<file path="config.mk">
export PLATFORM = sky130hd
export DESIGN_NAME = uart_mmio
export DESIGN_NICKNAME = d
export VERILOG_FILES = /design/src/rtl/uart_pkg.sv /design/src/rtl/uart_baud_gen.sv /design/src/rtl/uart_mmio.sv
export SDC_FILE = /design/constraint.sdc
export NUM_CORES = 1
export LEC_CHECK = 0
export CAP_MARGIN = 30
export CORE_MARGIN = 2
export CORE_UTILIZATION = 30
export CTS_BUF_LIST = sky130_fd_sc_hd__clkbuf_16
export DETAILED_ROUTE_END_ITERATION = 16
export DONT_BUFFER_PORTS = 1
export SLEW_MARGIN = 20
export SYNTH_ARGS = -nofsm -noshare
export SYNTH_HDL_FRONTEND = slang
export SYNTH_SLANG_ARGS = --single-unit
</file>
<file path="constraint.sdc">
create_clock -name clk -period 2.2 [get_ports clk]
set_clock_uncertainty 0.15 [all_clocks]
set_input_delay 0.44 -clock clk [delete_from_list [all_inputs] [get_ports clk]]
set_output_delay 0.44 -clock clk [all_outputs]
set_load 0.02 [all_outputs]
</file>
<file path="src/rtl/uart_pkg.sv">
// Shared register map, CON bit positions and FSM state encoding for the MMIO UART.
package uart_pkg;

    localparam logic [31:0] ADDR_TXD = 32'h4000_0018;
    localparam logic [31:0] ADDR_RXD = 32'h4000_001C;
    localparam logic [31:0] ADDR_CON = 32'h4000_0020;

    localparam int CON_TX_IE   = 0;
    localparam int CON_RX_IE   = 1;
    localparam int CON_RX_DONE = 2;
    localparam int CON_TX_DONE = 3;
    localparam int CON_TX_BUSY = 4;

    // A bit spans 16 ticks; "tick 8" of a bit is sub-count 7, the last is 15.
    localparam logic [3:0] TICK_MID  = 4'd7;
    localparam logic [3:0] TICK_LAST = 4'd15;

    typedef enum logic [1:0] {
        ST_IDLE  = 2'd0,
        ST_START = 2'd1,
        ST_DATA  = 2'd2,
        ST_STOP  = 2'd3
    } uart_state_t;

    // Word-aligned match; the byte offset within the word is don't-care.
    function automatic logic addr_hit(input logic [31:0] addr, input logic [31:0] reg_addr);
        return (addr | 32'h3) == (reg_addr | 32'h3);
    endfunction

endpackage

</file>
<file path="src/rtl/uart_baud_gen.sv">
// 16x oversampling tick generator: one-cycle tick every CLK_HZ/(BAUD*16) clocks.
module uart_baud_gen #(
    parameter int CLK_HZ = 100_000_000,
    parameter int BAUD   = 9600
) (
    input  logic clk,
    input  logic reset,
    output logic tick
);

    localparam int DIV_RAW = CLK_HZ / (BAUD * 16);
    localparam int DIV     = (DIV_RAW < 1) ? 1 : DIV_RAW;
    localparam int CW      = (DIV > 1) ? $clog2(DIV) : 1;
    localparam logic [CW-1:0] LAST = CW'(DIV - 1);

    logic [CW-1:0] cnt;

    // NOTE: sequential state uses non-blocking assignments so every flop samples pre-edge values.
    always_ff @(posedge clk) begin
        if (reset)
            cnt <= '0;
        else if (cnt == LAST)
            cnt <= '0;
        else
            cnt <= cnt + 1'b1;
    end

    assign tick = (cnt == LAST);

endmodule

</file>
<file path="src/rtl/uart_mmio.sv">
// Memory-mapped 8N1 UART (TXD/RXD/CON registers) with sticky done flags.
// Define UART_IRQ_EN to drive a registered level interrupt; otherwise irq is tied low.
module uart_mmio
    import uart_pkg::*;
#(
    parameter int CLK_HZ = 100_000_000,
    parameter int BAUD   = 9600
) (
    input  logic        clk,
    input  logic        reset,
    input  logic        rd,
    input  logic        wr,
    input  logic [31:0] addr,
    input  logic [31:0] wdata,
    output logic [31:0] rdata,
    input  logic        uart_rx,
    output logic        uart_tx,
    output logic        irq
);

    logic tick;

    uart_baud_gen #(.CLK_HZ(CLK_HZ), .BAUD(BAUD)) u_baud (
        .clk  (clk),
        .reset(reset),
        .tick (tick)
    );

    logic sel_txd, sel_rxd, sel_con, txd_wr, con_wr, con_rd;
    assign sel_txd = addr_hit(addr, ADDR_TXD);
    assign sel_rxd = addr_hit(addr, ADDR_RXD);
    assign sel_con = addr_hit(addr, ADDR_CON);
    assign txd_wr  = wr & sel_txd;
    assign con_wr  = wr & sel_con;
    assign con_rd  = rd & sel_con;

    logic unused_wdata;
    assign unused_wdata = &{1'b0, wdata[31:8]};

    logic       tx_ie, rx_ie, tx_done, rx_done, tx_busy;
    logic [7:0] rx_byte;

    // ---------------- transmitter ----------------
    uart_state_t tx_state, tx_next;
    logic [3:0]  tx_sub;
    logic [2:0]  tx_bit;
    logic [7:0]  tx_shift;
    logic        tx_bit_end, tx_finish;

    assign tx_bit_end = tick && (tx_sub == TICK_LAST);

    always_ff @(posedge clk) begin
        if (reset) tx_state <= ST_IDLE;
        else       tx_state <= tx_next;
    end

    // NOTE: default every always_comb output first so no path infers a latch.
    always_comb begin
        tx_next = tx_state;
        case (tx_state)
            ST_IDLE:  if (tx_busy && tick)                  tx_next = ST_START;
            ST_START: if (tx_bit_end)                       tx_next = ST_DATA;
            ST_DATA:  if (tx_bit_end && (tx_bit == 3'd7))   tx_next = ST_STOP;
            ST_STOP:  if (tx_bit_end)                       tx_next = ST_IDLE;
            default:                                        tx_next = ST_IDLE;
        endcase
    end

    always_comb begin
        uart_tx   = 1'b1;
        tx_finish = 1'b0;
        case (tx_state)
            ST_START: uart_tx = 1'b0;
            ST_DATA:  uart_tx = tx_shift[0];
            ST_STOP:  tx_finish = tx_bit_end;
            default:  uart_tx = 1'b1;
        endcase
    end

    // tx_busy gates the load, so a write during a frame cannot touch tx_shift.
    always_ff @(posedge clk) begin
        if (reset) begin
            tx_busy  <= 1'b0;
            tx_shift <= '0;
            tx_sub   <= '0;
            tx_bit   <= '0;
        end else begin
            if (txd_wr && !tx_busy) begin
                tx_busy  <= 1'b1;
                tx_shift <= wdata[7:0];
            end else if (tx_finish) begin
                tx_busy  <= 1'b0;
            end
            if (tx_state == ST_IDLE) begin
                tx_sub <= '0;
                tx_bit <= '0;
            end else if (tick) begin
                tx_sub <= tx_sub + 4'd1;
                if ((tx_state == ST_DATA) && (tx_sub == TICK_LAST)) begin
                    tx_shift <= tx_shift >> 1;
                    tx_bit   <= tx_bit + 3'd1;
                end
            end
        end
    end

    // ---------------- receiver ----------------
    logic [1:0] rx_sync;
    logic       rx_s, rx_prev, rx_fall, rx_mid, rx_end;

    // Synchronizer and edge history reset to the idle-high line level.
    always_ff @(posedge clk) begin
        if (reset) begin
            rx_sync <= 2'b11;
            rx_prev <= 1'b1;
        end else begin
            rx_sync <= {rx_sync[0], uart_rx};
            rx_prev <= rx_sync[1];
        end
    end

    assign rx_s    = rx_sync[1];
    assign rx_fall = rx_prev & ~rx_s;

    uart_state_t rx_state, rx_next;
    logic [3:0]  rx_sub;
    logic [2:0]  rx_bit;
    logic [7:0]  rx_shift;
    logic        rx_sample, rx_good;

    assign rx_mid = tick && (rx_sub == TICK_MID);
    assign rx_end = tick && (rx_sub == TICK_LAST);

    always_ff @(posedge clk) begin
        if (reset) rx_state <= ST_IDLE;
        else       rx_state <= rx_next;
    end

    always_comb begin
        rx_next = rx_state;
        case (rx_state)
            ST_IDLE:  if (rx_fall)                      rx_next = ST_START;
            ST_START: if (rx_mid && rx_s)               rx_next = ST_IDLE;
                      else if (rx_end)                  rx_next = ST_DATA;
            ST_DATA:  if (rx_end && (rx_bit == 3'd7))   rx_next = ST_STOP;
            ST_STOP:  if (rx_mid)                       rx_next = ST_IDLE;
            default:                                    rx_next = ST_IDLE;
        endcase
    end

    always_comb begin
        rx_sample = (rx_state == ST_DATA) && rx_mid;
        rx_good   = (rx_state == ST_STOP) && rx_mid && rx_s;
    end

    always_ff @(posedge clk) begin
        if (reset) begin
            rx_sub   <= '0;
            rx_bit   <= '0;
            rx_shift <= '0;
        end else if (rx_state == ST_IDLE) begin
            rx_sub <= '0;
            rx_bit <= '0;
        end else if (tick) begin
            rx_sub <= rx_sub + 4'd1;
            if (rx_sample)
                rx_shift <= {rx_s, rx_shift[7:1]};
            if ((rx_state == ST_DATA) && (rx_sub == TICK_LAST))
                rx_bit <= rx_bit + 3'd1;
        end
    end

    // ---------------- control/status ----------------
    // A set event outranks the read-to-clear of the same cycle.
    always_ff @(posedge clk) begin
        if (reset) begin
            tx_ie   <= 1'b0;
            rx_ie   <= 1'b0;
            tx_done <= 1'b0;
            rx_done <= 1'b0;
            rx_byte <= '0;
        end else begin
            if (con_wr) begin
                tx_ie <= wdata[0];
                rx_ie <= wdata[1];
            end
            if (tx_finish)   tx_done <= 1'b1;
            else if (con_rd) tx_done <= 1'b0;
            if (rx_good) begin
                rx_done <= 1'b1;
                rx_byte <= rx_shift;
            end else if (con_rd) begin
                rx_done <= 1'b0;
            end
        end
    end

    always_comb begin
        rdata = '0;
        if (rd && sel_rxd) begin
            rdata[7:0] = rx_byte;
        end else if (rd && sel_con) begin
            rdata[CON_TX_IE]   = tx_ie;
            rdata[CON_RX_IE]   = rx_ie;
            rdata[CON_RX_DONE] = rx_done;
            rdata[CON_TX_DONE] = tx_done;
            rdata[CON_TX_BUSY] = tx_busy;
        end
    end

`ifdef UART_IRQ_EN
    always_ff @(posedge clk) begin
        if (reset) irq <= 1'b0;
        else       irq <= (tx_ie & tx_done) | (rx_ie & rx_done);
    end
`else
    assign irq = 1'b0;
`endif

endmodule

</file>
==> results of run 1 <==
==> layout make-up <==
cell class | instances | area [um2]
multi-input combinational | 236 | 1720
tap | 133 | 166
clock inverter | 7 | 67.6
clock buffer | 9 | 225
fill | 972 | 6190
sequential | 60 | 1200
timing repair buffer | 12 | 93.8
inverter | 7 | 26.3
==> through the flow <==
stage	cells	utilization	setup WS, ns
after floorplan	339	-	-0.189
after CTS	464	0.359	-0.178
after global placement	448	0.325	-0.165
final	464	0.361	-0.175
after detailed placement	448	0.325	-0.216
after global routing	464	0.361	-0.222
==> layer usage <==
layer  wire [um]  GRT usage  part of all wire  vias up
li1            -          -                 -     1061
met1        2590      0.129              0.45      968
met2        2640      0.183              0.46       73
met3         407     0.0466             0.071       12
met4         119     0.0560             0.021        0
met5           0          0                 0        -
==> logic make-up (layout without fill, tap and decap cells) <==
kind of cell / Yosys count / after routing / share of synthesized area
buffers and inverters: 43 / 35 / 0.0891
adders and majority gates: 12 / 12 / 0.0504
AOI/OAI and AO/OA: 29 / 29 / 0.0664
xor gates and xnor gates: 16 / 16 / 0.0471
and+or+nand+nor: 122 / 122 / 0.234
muxes: 32 / 32 / 0.108
other: 1 / 25 / 0.00126
DFF: 60 / 60 / 0.403
==> cells in the final DEF, fill, tap and decap left out, drive strengths merged, types with 6 or more instances in the layout <==
cell type / count
a211oi: 9
a21oi: 6
and3: 7
buf: 12
clkbuf: 9
conb: 25
dfxtp: 60
ha: 12
inv: 9
mux2i: 31
nand2: 11
nand3: 10
nand4: 6
nor2: 56
nor4: 9
o21ai: 6
or2: 6
xnor2: 9
xor2: 7
==> how the worst max path moves through the flow <==
stage | from | cells after the start | endpoint
3_5_place_dp | addr[18] | 5 | rdata[4]
2_1_floorplan | addr[7] | 5 | rdata[1]
4_1_cts | addr[7] | 5 | rdata[4]
6_report | addr[7] | 5 | rdata[4]
5_1_grt | addr[7] | 5 | rdata[4]
3_3_place_gp | addr[7] | 5 | rdata[4]
==> worst reg2reg max path, delay by kind of cell (launching register included) <==
kind	cells	cell delay, ns
fa+ha+maj	1	0.20
simple gates	3	0.64
flops	1	0.34
compound gates	2	0.33
buf+inv	2	0.29
==> state kept, by name, indices dropped and copies added, names as in the netlist, 2 cells and up, named ones only <==
register / cells
tx_bit: 3
rx_byte: 8
u_baud.cnt: 10
tx_sub: 4
rx_bit: 3
rx_shift: 8
rx_sync: 2
tx_shift: 8
tx_state: 2
rx_sub: 4
==> report_power, final <==
| part | internal [mW] | switching [mW] |
|---|---|---|
| sequential | 1.10 | 0.00824 |
| clock | 0.870 | 0.496 |
| combinational | 0.0182 | 0.0541 |
| total | 1.98 | 0.559 |
==> repair_timing <==
item	CTS	global route
gates cloned	0	0
setup endpoints to repair	8	8
hold endpoints to repair	0	0
pin swaps	1	1
resized for setup	10	3
setup buffers	0	0
==> insert_results.sql, run 1 <==
INSERT INTO impl_metrics (metric_group, metric, value, unit) VALUES
('outcome', 'outcome', 'finished with violations', ''),
('outcome', 'failed_checks', 'setup timing', ''),
('clock_tree', 'cts.root.buffer_cell', 'clkbuf_16', ''),
('critical_path', 'worst_setup_path_end_kind', 'output port', ''),
('global_routing', 'grtUsageTotal', '0.113', ''),
('global_routing', 'grt_antenna_before_repair', '0', ''),
('clock_tree', 'ctsHoldBuffers', '0', ''),
('drt', 'wl_per_cell', '12.4', 'um'),
('timing', 'sum_neg_setup_slack', '-0.853', 'ns'),
('critical_path', 'worst_path_max_delay_cell', 'or4_4', ''),
('critical_path', 'r2r_cells', '8', ''),
('worst_hold_path', 'hp-class', 'in -> reg', ''),
('run', 'cap_violations', '0', ''),
('timing', 'postLayoutSetupSlackWorst', '-0.175', 'ns'),
('die', 'std_cell_rows', '36', ''),
('synthesis', 'synth-warning-count', '0', ''),
('critical_path', 'timing.critical_path.max_delay_family', 'simple AND/OR/NAND/NOR gates', ''),
('synthesis', 'synth_largest_type_area_fraction', '0.403', ''),
('cells_and_area', 'area_delta_synth_final', '17.5', '%'),
('global_routing', 'maximum_number_of_pins_on_one_net_before_global_route_repair', '37', ''),
('synthesis', 'synthCells', '315', ''),
('synthesis', 'syn-mean-instance-area', '9.45', 'um2'),
('critical_path', 'timing.critical_path.cells', 'nor4b_4 -> nand4_2 -> or4_4 -> nor2_4 -> a22o_4', ''),
('die', 'die_area', '10700', 'um2'),
('die', 'ioPinCount', '103', ''),
('pwr', 'vdd_drop_max', '0.311', 'mV'),
('synthesis', 'synth_seq_cells', '60', ''),
('critical_path', 'path_buf_inv', '0', ''),
('timing', 'final_max_slew_viol_count', '0', ''),
('synthesis', 'yosys_most_used_dff', 'dfxtp_1', ''),
('critical_path', 'crit-reg2reg-capture', 'rx_state[0]', ''),
('cells_and_area', 'cell_area_after_layout', '3500', 'um2'),
('synthesis', 'syn_area', '2980', 'um2'),
('critical_path', 'worstSetupStartpointType', 'primary input', ''),
('die', 'die_h', '104', 'um'),
('synthesis', 'number_of_distinct_library_cell_variants_in_the_gate_level_netlist_after_synthesis', '45', ''),
('synthesis', 'synth_edf_count', '0', ''),
('critical_path', 'path_class', 'in -> out', ''),
('clock_tree', 'cts_htree_levels', '3', ''),
('timing', 'timing_hold_violations_final', '0', ''),
('drt', 'antenna_violating_nets_post_route', '0', ''),
('pwr', 'finalPower', '2.54', 'mW'),
('timing', 'setup_violations', '5', ''),
('timing', 'highest_clock_rate', '0.421', 'GHz'),
('timing', 'final.min_clock_period', '2.37', 'ns'),
('cells_and_area', 'n_antenna_cell', '0', ''),
('drt', 'routed_via_density', '4.56', ''),
('drt', 'initialDrtViolationCount', '91', ''),
('cells_and_area', 'final_net_count', '407', ''),
('synthesis', 'netlist_top_cells_area', 'dfxtp_1 (40%), mux2i_1 (10%), nor2_1 (6.9%), buf_4 (6.3%), ha_1 (5.0%)', ''),
('pwr', 'power_density', '727', 'nW/um2'),
('drt', 'vias', '2114', ''),
('cells_and_area', 'layout-drive-gt1-share', '0.172', ''),
('place', 'detailed_place.area', '3150', 'um2'),
('global_routing', 'grt_first_pass_wirelength', '9900', 'um'),
('clock_tree', 'clock_sink_count', '60', ''),
('synthesis', 'async_reset_ff_frac', '0', ''),
('worst_hold_path', 'holdPathStages', '1', ''),
('die', 'design.core.area', '9680', 'um2'),
('drt', 'routed_wirelength', '5760', 'um'),
('clock_tree', 'max-clock-path-buffers', '2', ''),
('critical_path', 'required_time_of_the_worst_setup_path', '1.61', 'ns'),
('timing', 'unrepaired_setup_endpoints_after_global_routing', 'true', ''),
('clock_tree', 'tritoncts_clock_tree', 'built', ''),
('die', 'initial_utilization', '0.307', ''),
('place', 'place.detailed.hpwl', '4170', 'um'),
('clock_tree', 'cts_made_buffers', '9', ''),
('critical_path', 'cp_slowest_stage_delay', '0.56', 'ns'),
('place', 'gp_routability_congestion', '0.726', ''),
('timing', 'whs', '0.0443', 'ns'),
('timing', 'min_period_over_period', '1.08', '');
(Power assumes the default switching activity.)
==> run 2: changes to the inputs <==
==> constraint.sdc (replaced) <==
create_clock -name clk -period 2 [get_ports clk]
set_clock_uncertainty 0.15 [all_clocks]
set_input_delay 0.4 -clock clk [delete_from_list [all_inputs] [get_ports clk]]
set_output_delay 0.4 -clock clk [all_outputs]
set_load 0.02 [all_outputs]
==> run 2 against run 1 <==
Die area is the same. Critical endpoint is now rdata[3]. Core utilization grew 1.6 points. Clock power grew 12%. Sequential share of layout area shrank 1.3 points. Clock-buffer cell count is the same. Power grew 12%. Non-clock buffer count grew 10. Via count grew 3.1%. Critical path type unchanged. Register-to-register slack is essentially flat. Sequential power grew 10%. The flow still finishes with violations (setup timing).
==> insert_results.sql, run 2 (synthesis results as in run 1) <==
INSERT INTO impl_metrics (metric_group, metric, value, unit) VALUES
('outcome', 'failed_checks', 'setup timing', ''),
('critical_path', 'r2r_cells', '9', ''),
('timing', 'tightest_slew', '0.546', 'ns'),
('timing', 'slew_headroom', '0.636', ''),
('die', 'dieWidth', '104', 'um'),
('die', 'die_h', '104', 'um'),
('timing', 'sum_neg_setup_slack', '-1.89', 'ns'),
('drt', 'initialDrtViolationCount', '67', ''),
('global_routing', 'grt_overflow_total', '0', ''),
('timing', 'final_max_slew_viol_count', '0', ''),
('clock_tree', 'tritoncts_clock_tree', 'built', ''),
('critical_path', 'cp_max_fo', '5', ''),
('global_routing', 'grt_first_pass_wirelength', '9400', 'um'),
('global_routing', 'via_count_of_the_first_global_routing_pass', '2012', ''),
('global_routing', 'maximum_number_of_pins_on_one_net_before_global_route_repair', '30', ''),
('place', 'detailed_place.area', '3190', 'um2'),
('timing', 'whs', '0.0272', 'ns'),
('drt', 'routed_wirelength', '5910', 'um'),
('cells_and_area', 'n_antenna_cell', '0', ''),
('cells_and_area', 'area_delta_synth_final', '22.6', '%'),
('critical_path', 'worstReg2RegStart', 'u_baud.cnt[0]', ''),
('drt', 'vias', '2180', ''),
('clock_tree', 'clock_sink_count', '60', ''),
('place', 'gp_routability_congestion', '0.782', ''),
('drt', 'remaining_routing_drc_violations', '0', ''),
('die', 'design.core.area', '9680', 'um2'),
('timing', 'postLayoutSetupSlackWorst', '-0.285', 'ns'),
('timing', 'unrepaired_setup_endpoints_after_global_routing', 'true', ''),
('clock_tree', 'cts.root.buffer_cell', 'clkbuf_16', ''),
('die', 'die_area', '10700', 'um2'),
('critical_path', 'worst_setup_path_end_kind', 'output port', ''),
('die', 'std_cell_rows', '36', ''),
('run', 'cap_violations', '0', ''),
('drt', 'wl_per_cell', '12.5', 'um'),
('critical_path', 'timing.critical_path.to', 'rdata[3]', ''),
('drt', 'antenna_violating_nets_post_route', '0', ''),
('worst_hold_path', 'hp-class', 'in -> reg', ''),
('global_routing', 'grt_antenna_before_repair', '0', ''),
('die', 'ioPinCount', '103', ''),
('place', 'place.detailed.hpwl', '4210', 'um'),
('cells_and_area', 'register_with_the_most_flip_flops', 'u_baud.cnt', ''),
('cells_and_area', 'final_util', '0.377', ''),
('cells_and_area', 'layout-drive-gt1-share', '0.229', ''),
('pwr', 'p_leak', '1.51', 'nW'),
('timing', 'final.min_clock_period', '2.29', 'ns'),
('critical_path', 'required_time_of_the_worst_setup_path', '1.45', 'ns'),
('clock_tree', 'clock_transition_at_the_register_clock_pins_on_the_worst_setup_and_hold_paths_after_cts', '0.05', 'ns'),
('critical_path', 'crit-reg2reg-capture', 'rx_byte[4]', ''),
('cells_and_area', 'cell_area_after_layout', '3650', 'um2'),
('critical_path', 'path_class', 'in -> out', ''),
('clock_tree', 'max-clock-path-buffers', '2', ''),
('pwr', 'power_density', '781', 'nW/um2'),
('critical_path', 'r2r_slack', '0.14', 'ns'),
('clock_tree', 'clock_latency', '0.33', 'ns'),
('timing', 'timing_hold_violations_final', '0', ''),
('timing', 'min_period_over_period', '1.14', ''),
('die', 'initial_utilization', '0.307', ''),
('place', 'pre_cts_ws', '-0.319', 'ns'),
('cells_and_area', 'final_common_cell', 'dfxtp_1', ''),
('cells_and_area', 'final_cell_mix', 'dfxtp_1 (57), nor2_1 (54), mux2i_1 (30)', ''),
('place', 'io_buffer_count', '0', ''),
('critical_path', 'worstSetupStartpoint', 'addr[13]', ''),
('outcome', 'outcome', 'finished with violations', ''),
('drt', 'routed_via_density', '4.60', ''),
('cells_and_area', 'final_net_count', '417', ''),
('drt', 'dr.pass1.iters', '4', ''),
('critical_path', 'worstSetupStartpointType', 'primary input', ''),
('global_routing', 'grtUsageTotal', '0.109', ''),
('clock_tree', 'cts_made_buffers', '9', ''),
('timing', 'highest_clock_rate', '0.438', 'GHz'),
('critical_path', 'arrival', '1.74', 'ns'),
('clock_tree', 'cts_htree_levels', '3', ''),
('cells_and_area', 'largest_register_ffs', '10', ''),
('pwr', 'vdd_drop_max', '0.393', 'mV'),
('timing', 'setup_violations', '8', '');
run 2: changes by cell type in the layout (fill, tap and decap cells not counted), moves of 2 or more:
cell	delta
nor4_2	+2
dfxtp_2	+3
inv_1	-2
dfxtp_1	-3
buf_4	+3
clkinv_4	+2
buf_6	+4
run 2: power by group:
group	switching (mW)	total, mW	internal, mW	leakage, nW
combinational	0.0733	0.102	0.0292	0.880
sequential	0.00915	1.21	1.21	0.485
clock	0.567	1.54	0.968	0.142
run 2: worst min-delay path by stage:
stage,cells past startpoint,end,start
final,1,rx_sync[0],uart_rx
after global routing,1,rx_prev,reset
after CTS,1,rx_prev,reset
after detailed placement,1,rx_sync[1],rx_sync[0]
after global placement,1,rx_sync[1],rx_sync[0]
after floorplan,1,rx_sync[1],rx_sync[0]
run 2: routing by layer:
layer  routed length, um  part of all wire  GRT usage  vias to the layer above
li1                    -                 -          -                     1092
met1                2620              0.44      0.126                     1002
met2                2780              0.47      0.177                       68
met3                 349             0.059     0.0384                       18
met4                 155             0.026     0.0560                        0
met5                   0                 0          0                        -
run 2: worst max-delay path, stage by stage:
cell and delay, ns:
nor4_4 0.26, nand4_2 0.15, or4_4 0.55, nor2_4 0.19
a22o_4 0.18
run 2: repair_timing:
action | in CTS | in global routing
hold buffers | 2 | 0
pin swaps | 4 | 3
setup endpoints to repair | 8 | 23
resized for setup | 9 | 24
hold endpoints to repair | 29 | 0
setup buffers | 0 | 3
run 2: cell type report:
| type | count | area (um2) |
|---|---|---|
| fill | 959 | 6030 |
| multi-input combinational | 236 | 1760 |
| sequential | 60 | 1200 |
| clock buffer | 9 | 225 |
| timing repair buffer | 22 | 191 |
| tap | 133 | 166 |
| clock inverter | 7 | 76.3 |
| inverter | 7 | 26.3 |
run 2: metrics by stage:
step / std cells / power [mW]
finish: 474 / 2.85
CTS: 471 / 2.87
detailed placement: 453 / 1.32
global route: 474 / 2.94
floorplan: 339 / 1.36
global placement: 453 / 1.32
